<file path="src/rtl/alu_pkg.sv">
// Shared opcode encoding and instruction-width helpers for the ALU/register-file pipeline.
package alu_pkg;

    typedef enum logic [3:0] {
        OP_NOP = 4'h0,
        OP_LDI = 4'h1,
        OP_MOV = 4'h2,
        OP_ADD = 4'h3,
        OP_SUB = 4'h4,
        OP_AND = 4'h5,
        OP_OR  = 4'h6,
        OP_XOR = 4'h7,
        OP_NOT = 4'h8,
        OP_SHL = 4'h9,
        OP_SHR = 4'hA,
        OP_ADC = 4'hB,
        OP_OUT = 4'hC
    } op_e;

    localparam int unsigned OPW = 4;

    function automatic int unsigned addr_width(input int unsigned nreg);
        return (nreg > 1) ? $clog2(nreg) : 1;
    endfunction

    function automatic int unsigned instr_width(input int unsigned nreg);
        return OPW + 3 * addr_width(nreg);
    endfunction

    // Opcodes that write a destination register (LDI..ADC).
    function automatic logic writes_reg(input logic [3:0] op);
        return (op >= OP_LDI) && (op <= OP_ADC);
    endfunction

    // Opcodes that update zero/carry (ADD..ADC).
    function automatic logic updates_flags(input logic [3:0] op);
        return (op >= OP_ADD) && (op <= OP_ADC);
    endfunction

endpackage

</file>
<file path="src/rtl/alu_core.sv">
// Combinational ALU: operation select, result, carry-out and zero detect.
module alu_core
    import alu_pkg::*;
#(
    parameter int unsigned W = 8
) (
    input  logic [3:0]   op,
    input  logic [W-1:0] a,
    input  logic [W-1:0] b,
    input  logic [W-1:0] imm,
    input  logic         carry_in,
    output logic [W-1:0] result,
    output logic         carry,
    output logic         zero
);

    logic [W:0] sum;

    always_comb begin
        sum    = '0;
        result = '0;
        carry  = 1'b0;
        case (op)
            OP_LDI: result = imm;
            OP_MOV: result = a;
            OP_ADD: begin
                sum    = {1'b0, a} + {1'b0, b};
                result = sum[W-1:0];
                carry  = sum[W];
            end
            OP_SUB: begin
                result = a - b;
                carry  = (a < b);
            end
            OP_AND: result = a & b;
            OP_OR:  result = a | b;
            OP_XOR: result = a ^ b;
            OP_NOT: result = ~a;
            OP_SHL: begin
                result = {a[W-2:0], 1'b0};
                carry  = a[W-1];
            end
            OP_SHR: begin
                result = {1'b0, a[W-1:1]};
                carry  = a[0];
            end
            OP_ADC: begin
                sum    = {1'b0, a} + {1'b0, b} + {{W{1'b0}}, carry_in};
                result = sum[W-1:0];
                carry  = sum[W];
            end
            default: result = '0;
        endcase
        zero = (result == '0);
    end

endmodule

</file>
<file path="src/rtl/alu_regfile_pipe.sv">
// Two-stage ALU pipeline: S1 captures instruction and operands (with S2 bypass),
// S2 executes and writes back registers, flags and the output port.
module alu_regfile_pipe
    import alu_pkg::*;
#(
    parameter  int unsigned W    = 8,
    parameter  int unsigned NREG = 4,
    localparam int unsigned AW   = addr_width(NREG),
    localparam int unsigned IW   = instr_width(NREG)
) (
    input  logic          clk,
    input  logic          reset,
    input  logic          instr_valid,
    input  logic [IW-1:0] instr,
    input  logic [W-1:0]  data_in,
    output logic [W-1:0]  data_out,
    output logic          out_valid,
    output logic          zero_flag,
    output logic          carry_flag
);

    logic [W-1:0]  rf [NREG];

    logic          s1_valid;
    logic [3:0]    s1_op;
    logic [AW-1:0] s1_dst;
    logic [W-1:0]  s1_a;
    logic [W-1:0]  s1_b;
    logic [W-1:0]  s1_imm;

    logic [3:0]    in_op_c;
    logic [AW-1:0] in_dst_c;
    logic [AW-1:0] in_srca_c;
    logic [AW-1:0] in_srcb_c;
    logic [W-1:0]  opa_c;
    logic [W-1:0]  opb_c;

    logic [W-1:0]  alu_result_c;
    logic          alu_carry_c;
    logic          alu_zero_c;
    logic          wr_en_c;
    logic          flag_en_c;
    logic          out_en_c;

    assign in_op_c   = instr[IW-1 -: 4];
    assign in_dst_c  = instr[3*AW-1 -: AW];
    assign in_srca_c = instr[2*AW-1 -: AW];
    assign in_srcb_c = instr[AW-1:0];

    assign wr_en_c   = s1_valid && writes_reg(s1_op);
    assign flag_en_c = s1_valid && updates_flags(s1_op);
    assign out_en_c  = s1_valid && (s1_op == OP_OUT);

    // Forward the S2 write-back value into operand capture for back-to-back dependencies.
    assign opa_c = (wr_en_c && (in_srca_c == s1_dst)) ? alu_result_c : rf[in_srca_c];
    assign opb_c = (wr_en_c && (in_srcb_c == s1_dst)) ? alu_result_c : rf[in_srcb_c];

    alu_core #(.W(W)) u_alu (
        .op       (s1_op),
        .a        (s1_a),
        .b        (s1_b),
        .imm      (s1_imm),
        .carry_in (carry_flag),
        .result   (alu_result_c),
        .carry    (alu_carry_c),
        .zero     (alu_zero_c)
    );

    // Reset takes priority so an in-flight S1 instruction never writes back.
    always_ff @(posedge clk) begin
        if (reset) begin
            for (int i = 0; i < int'(NREG); i++) begin
                rf[i] <= '0;
            end
            s1_valid   <= 1'b0;
            s1_op      <= '0;
            s1_dst     <= '0;
            s1_a       <= '0;
            s1_b       <= '0;
            s1_imm     <= '0;
            data_out   <= '0;
            out_valid  <= 1'b0;
            zero_flag  <= 1'b0;
            carry_flag <= 1'b0;
        end else begin
            s1_valid <= instr_valid;
            if (instr_valid) begin
                s1_op  <= in_op_c;
                s1_dst <= in_dst_c;
                s1_a   <= opa_c;
                s1_b   <= opb_c;
                s1_imm <= data_in;
            end
            if (wr_en_c) begin
                rf[s1_dst] <= alu_result_c;
            end
            if (flag_en_c) begin
                zero_flag  <= alu_zero_c;
                carry_flag <= alu_carry_c;
            end
            out_valid <= out_en_c;
            if (out_en_c) begin
                data_out <= s1_a;
            end
        end
    end

endmodule
</file>
<file path="config.mk">
export PLATFORM = sky130hd
export DESIGN_NAME = alu_regfile_pipe
export DESIGN_NICKNAME = d
export VERILOG_FILES = /design/src/rtl/alu_pkg.sv /design/src/rtl/alu_core.sv /design/src/rtl/alu_regfile_pipe.sv
export SDC_FILE = /design/constraint.sdc
export NUM_CORES = 1
export LEC_CHECK = 0
export ABC_AREA = 1
export CORE_AREA = 2 2 105 107
export DETAILED_ROUTE_END_ITERATION = 16
export DIE_AREA = 0 0 107 109
export PLACE_DENSITY_LB_ADDON = 0.12
export SYNTH_ARGS = -nofsm -noshare
export SYNTH_HDL_FRONTEND = slang
export SYNTH_SLANG_ARGS = --single-unit
</file>
<file path="constraint.sdc">
create_clock -name clk -period 5.4 [get_ports clk]
set_input_delay 1.62 -clock clk [delete_from_list [all_inputs] [get_ports clk]]
set_output_delay 1.62 -clock clk [all_outputs]
set_load 0.02 [all_outputs]
</file>
==> impl_metrics.ini, run 1 <==
[drt]
detail_route.wl_per_cell_um = 17.3
first_iter_violations = 391
met1Wirelength_um = 6510
dr.pass1.iters = 5
vias_per_cell = 5.57
vias = 5088
drcViolationCount = 0
highest_layer = met4
wl_met2_um = 7670
antenna_left = 0
wl_um = 15800
route.met3.wl_um = 917

[finish]
regArea_um2 = 1800
fin_nets = 822
antenna_cells = 0
drive_gt1_share_pct = 5.17
area_growth_pct = 12.4
multi_input_comb_area_um2 = 2840
finish.instance_area_um2 = 5720
final_util_pct = 54.0
fillers = 1035

[timing]
max_clock_freq_ghz = 0.278
finalHoldViolations = 0
finalMaxSlewViolations = 0
finalClockSkew_ns = 0.0192
rsz0062_at_grt = no
finalCritPeriodShare_pct = 66.6
slew_headroom_pct = 49.5
finalSetupTns_ns = 0
tightest_slew_ns = 0.754
hold_slack_ns = 0.502
setup_viol = 0
min_period_ns = 3.60

[synthesis]
synth_top_family_by_area = simple AND/OR/NAND/NOR gates
yosys_warnings = 0
synth_fp_nets = 799
netlist_instances = 746
avgSynthCellArea_um2 = 6.82
async_flop_share_pct = 0
synthXorXnorAreaFrac_pct = 0.688
netlist_area_um2 = 5090
ys_types = 33
synthSimpleGateAreaFrac_pct = 28.4
synth_fa_ha_area_share_pct = 8.16
muxShareOfSynthArea_pct = 0
synth_compound_area_share_pct = 18.6
synth-seq-cells = 74
synth_enable_flop_cells = 32
ys.flop_type = dfxtp_1
ys_seq_area_share_pct = 35.4

[critical_path]
path_buf_inv = 3
cpPeakStageDelay_ns = 0.68
startpoint_type = primary input
critical_path_class = primary input to flip-flop
path_max_fanout = 13
critPathSlowestCell = clkdlybuf4s50_1
crit_required_ns = 5.62
crit_family = buffers and inverters
cp.arrival_ns = 3.82
end_kind = flip-flop
path_cells = clkdlybuf4s50_1, buf_4, nor2_8, nand2_2, xor2_1, nor2_1, nand2_2, inv_2, a21oi_1, o21ai_1, a21oi_1

[clock_network]
root_buffer = clkbuf_8
cts_made_buffers = 9
worstSkewPairLatency_ns = 0.36
cts.htree.levels = 3
clock-sinks = 74
cts_hold_buf = 0
cts_buffer_depth = 2
cts_setup_buffers = 0
cts_tree = yes
ctsResizeCount = 0
clk_pin_slew_ns = 0.08

[placed_design]
place_area_um2 = 5520
dpl.hpwl_um = 12200
numPortBuffers = 31
gp_congestion = 0.947

[run]
cap_violations = 0

[floorplan]
initial_core_util_pct = 48.0
core_area_um2 = 10600
dieHeight_um = 109
die_width_um = 107
io_pins = 32
dieArea_um2 = 11700
rows = 38

[hold_path]
hp-class = flip-flop to flip-flop

[power]
cellPowerDensity_nw_per_um2 = 248
p_leak_nw = 2.44
p_total_mw = 1.42
ir_drop_uv = 114

[global_route]
grt_pass1_vias = 4898
track_usage_pct = 28.8
grt_pass1_wl_um = 25500
grt_max_degree = 52
antenna_found_initial = 0
grt_overflow = 0

[run_status]
status = complete, no violations
[cell type report]
class                           count  share of cell area, %
Clock buffer                        9                   2.16
Clock inverter                      7                   1.42
Inverter                           96                   6.30
Multi-Input combinational cell    553                   49.6
Sequential cell                    74                   31.5
Tap cell                          140                   3.06
Timing Repair Buffer               35                   5.95
[stage by stage]
step           instances  setup WS [ns]
5_1_grt              914           1.65
6_report             914           1.80
3_3_place_gp         898           1.55
3_5_place_dp         898           1.44
4_1_cts              914           1.82
2_1_floorplan        746           2.59
[logic make-up after synthesis]
family                   after synthesis
AND/OR/NAND/NOR                      344
flip-flops                            74
buffers and inverters                119
AO/OA/AOI/OAI                        173
XOR/XNOR                               4
adder cells (fa/ha/maj)               32
[worst paths after layout]
| path | from | to | slack [ns] | cells after the start |
|---|---|---|---|---|
| setup reg to reg | s1_a[2]$_SDFFE_PP0P_ | s1_b[5]$_SDFFE_PP0P_ | 2.43 | 18 |
| hold reg to reg | s1_b[7]$_SDFFE_PP0P_ | s1_b[7]$_SDFFE_PP0P_ | 0.50 | 2 |
| setup / recovery | reset | s1_b[2]$_SDFFE_PP0P_ | 1.80 | 11 |
| hold / removal | s1_b[7]$_SDFFE_PP0P_ | s1_b[7]$_SDFFE_PP0P_ | 0.50 | 2 |
[placed cells by master (no fill, tap or decap), types with 3 or more instances in the layout]
cell,count
clkinv_1,3
nor2_2,5
nor2_1,100
buf_4,4
edfxtp_1,32
a32o_1,6
inv_6,4
nand2_1,169
nand3_1,49
xor2_1,4
nand4_1,7
clkbuf_8,9
inv_1,88
ha_1,30
o211ai_1,5
dfxtp_1,42
inv_2,5
o21ai_0,65
a21oi_1,76
o22ai_1,6
clkdlybuf4s50_1,31
o21ai_1,7
nand2_2,5
[worst min-delay path, stage by stage, from the launching register on]
cell	delay, ns
dfxtp_1	0.33
nand2_1	0.07
a21oi_1	0.06
[Yosys cell counts (all sizes together), types with 2 or more instances]
cell | count | area (µm²)
dfxtp | 42 | 841
fa | 2 | 40.0
o21ai | 73 | 377
edfxtp | 32 | 961
a21oi | 76 | 380
inv | 93 | 349
xor2 | 4 | 35.0
clkinv | 3 | 11.3
o22ai | 6 | 37.5
nand3 | 51 | 265
clkbuf | 20 | 75.1
nor3 | 2 | 10.0
o2111ai | 2 | 17.5
nand4 | 7 | 43.8
nand2 | 174 | 666
o211ai | 5 | 37.5
nor2 | 107 | 438
a31oi | 2 | 12.5
nand3b | 2 | 15.0
a32o | 6 | 60.1
ha | 30 | 375
buf | 3 | 15.0
o21bai | 2 | 15.0
[routing by layer]
metal,vias up,GRT usage (%)
li1,2502,-
met1,2349,34.9
met2,198,50.0
met3,39,3.83
met4,0,14.9
met5,-,0
[sequential cells by signal, summed over array words and instances (netlist names)]
| register | count |
|---|---|
| carry_flag | 1 |
| data_out | 8 |
| out_valid | 1 |
| rf | 32 |
| s1_a | 8 |
| s1_b | 8 |
| s1_dst | 2 |
| s1_imm | 8 |
| s1_op | 4 |
| s1_valid | 1 |
| zero_flag | 1 |
[power breakdown]
| part | switching, mW | total (mW) | internal [mW] |
|---|---|---|---|
| Clock | 0.233 | 0.453 | 0.221 |
| Combinational | 0.213 | 0.318 | 0.105 |
| Sequential | 0.0319 | 0.645 | 0.614 |
| Total | 0.478 | 1.42 | 0.939 |
(Power assumes the default switching activity.)
==> run 2: changes to the inputs <==
==> constraint.sdc (replaced) <==
create_clock -name clk -period 2.9 [get_ports clk]
set_input_delay 0.87 -clock clk [delete_from_list [all_inputs] [get_ports clk]]
set_output_delay 0.87 -clock clk [all_outputs]
set_load 0.02 [all_outputs]
==> run 2 against run 1 <==
Largest power group unchanged. Critical path type is now flip-flop to flip-flop. Wire length is 0.24% higher. Register-to-register slack worse by 2.3 ns. Sequential power is 84% higher. First-iteration DRC count is 9.7% lower. Worst hold slack gained 0.0080 ns. Sequential share of layout area fell by 0.59 points. Critical path depth is 6 higher.
==> impl_metrics.ini, run 2 (synthesis gave the netlist of run 1 again) <==
[run_status]
status = complete, no violations

[placed_design]
gp_congestion = 0.982
dpl.hpwl_um = 12200
placedCellCount = 912
numPortBuffers = 31
place_area_um2 = 5630

[floorplan]
rows = 38
dieHeight_um = 109
initial_core_util_pct = 48.0
dieArea_um2 = 11700
die_width_um = 107
core_area_um2 = 10600
io_pins = 32

[clock_network]
root_buffer = clkbuf_8
clock-sinks = 74
cts_buffer_depth = 2
worstSkewPairLatency_ns = 0.36
cts_setup_buffers = 0
cts_made_buffers = 9
cts_hold_buf = 0
cts_tree = yes
cts.htree.levels = 3
clk_pin_slew_ns = 0.09

[finish]
multi_input_comb_area_um2 = 2840
largest_reg_flops = 32
most-common-layout-cells = nand2_1, nor2_1, inv_1
regMostFlops = rf
finish.instance_area_um2 = 5830
antenna_cells = 0
fillers = 1062
regArea_um2 = 1800
area_growth_pct = 14.6
finalNonFillerCells = 928
fin_nets = 836
final_common_cell = nand2_1
drive_gt1_share_pct = 6.98

[critical_path]
end_kind = flip-flop
reg2reg_slack_ns = 0.18
startpoint_type = flip-flop
critPathSlowestCell = fa_1
path_max_fanout = 6
crit_path_frequent_cell = nand2_1
crit_required_ns = 3.19
cpPeakStageDelay_ns = 0.46
path_cells = ha_1, fa_1, nand2_1, nand2_1, nor2_1, inv_1, nor2_1, nand2_1, nor2_1, nand3_1, nand2_1, nand2_1, nand2_1, nand3_2, nand2_1, nand2_1, a21oi_1
critical_path_class = flip-flop to flip-flop
cp.arrival_ns = 3.01

[drt]
drcViolationCount = 0
detail_route.wl_per_cell_um = 17.0
dr.pass1.iters = 5
vias = 5178
wl_um = 15800
antenna_left = 0
first_iter_violations = 353
vias_per_cell = 5.58

[timing]
finalClockSkew_ns = 0.0117
min_period_ns = 2.72
finalMaxSlewViolations = 0
rsz0062_at_grt = no
max_clock_freq_ghz = 0.368
setup_viol = 0
finalCritPeriodShare_pct = 93.8
slew_headroom_pct = 65.9
finalHoldViolations = 0
tightest_slew_ns = 0.510
finalSetupTns_ns = 0

[global_route]
grt_pass1_vias = 4811
grt_overflow = 0
antenna_found_initial = 0
grt_pass1_wl_um = 25400
grt_max_degree = 48
track_usage_pct = 28.3

[power]
p_total_mw = 2.64
cellPowerDensity_nw_per_um2 = 453
ir_drop_uv = 192
p_leak_nw = 2.52

[run]
cap_violations = 0

[hold_path]
hp-class = flip-flop to flip-flop
## run 2: worst paths after layout
kind,start,to,cells after the start
setup reg to reg,s1_a[0]$_SDFFE_PP0P_,s1_b[7]$_SDFFE_PP0P_,17
hold / removal,s1_dst[1]$_SDFFE_PP0P_,s1_dst[1]$_SDFFE_PP0P_,2
hold reg to reg,s1_dst[1]$_SDFFE_PP0P_,s1_dst[1]$_SDFFE_PP0P_,2
setup / recovery,s1_a[0]$_SDFFE_PP0P_,s1_b[7]$_SDFFE_PP0P_,17
## run 2: critical path: cells and delay by family, from the launching register on
family | cells | cell delay (ns)
AOI/OAI and AO/OA | 1 | 0.12
and+or+nand+nor | 13 | 1.37
adders and majority gates | 2 | 0.70
buffers and inverters | 1 | 0.10
DFF | 1 | 0.36
## run 2: layout make-up
type / count / area share (%)
Clock buffer: 9 / 2.12
Clock inverter: 7 / 1.29
Inverter: 96 / 6.18
Multi-Input combinational cell: 553 / 48.7
Sequential cell: 74 / 30.9
Timing Repair Buffer: 49 / 7.85
Tap cell: 140 / 3.00
## run 2: routing by layer
| layer | GRT usage, % | wire length [µm] |
|---|---|---|
| met2 | 47.3 | 7490 |
| met1 | 37.4 | 7100 |
| met4 | 11.4 | 429 |
| met5 | 0 | 0 |
| met3 | 3.29 | 788 |
## run 2: repair_timing
| action | 4_1_cts | 5_1_grt |
|---|---|---|
| endpoints found under the setup margin | 0 | 3 |
| gates resized for setup | 0 | 1 |
| endpoints found under the hold margin | 0 | 0 |
## run 2: power breakdown
| part | total [mW] | internal (mW) | switching, mW | leakage (nW) |
|---|---|---|---|---|
| clock | 0.826 | 0.403 | 0.423 | 0.104 |
| sequential | 1.19 | 1.14 | 0.0507 | 0.677 |
| combinational | 0.622 | 0.210 | 0.413 | 1.74 |
| total | 2.64 | 1.76 | 0.886 | 2.52 |
## run 2: stage by stage
stage          utilization, %  hold slack [ns]  worst slack (ns)
4_1_cts                  55.0            0.509             0.237
6_report                 55.0            0.511             0.179
3_5_place_dp             53.1            0.495             0.154
3_3_place_gp             53.1            0.493             0.186
5_1_grt                  55.0            0.526           0.00103
2_1_floorplan               -            0.457             0.659
==> run 3: changes to the inputs <==
--- a/config.mk
+++ b/config.mk
@@ -6,6 +6,7 @@
 export NUM_CORES = 1
 export LEC_CHECK = 0
 export ABC_AREA = 1
+export ABC_CLOCK_PERIOD_IN_PS = 2900
 export CORE_AREA = 2 2 105 107
 export DETAILED_ROUTE_END_ITERATION = 16
 export DIE_AREA = 0 0 107 109
==> results of run 3 <==
No change in the layout: final DEF, timing and power equal those of run 2.
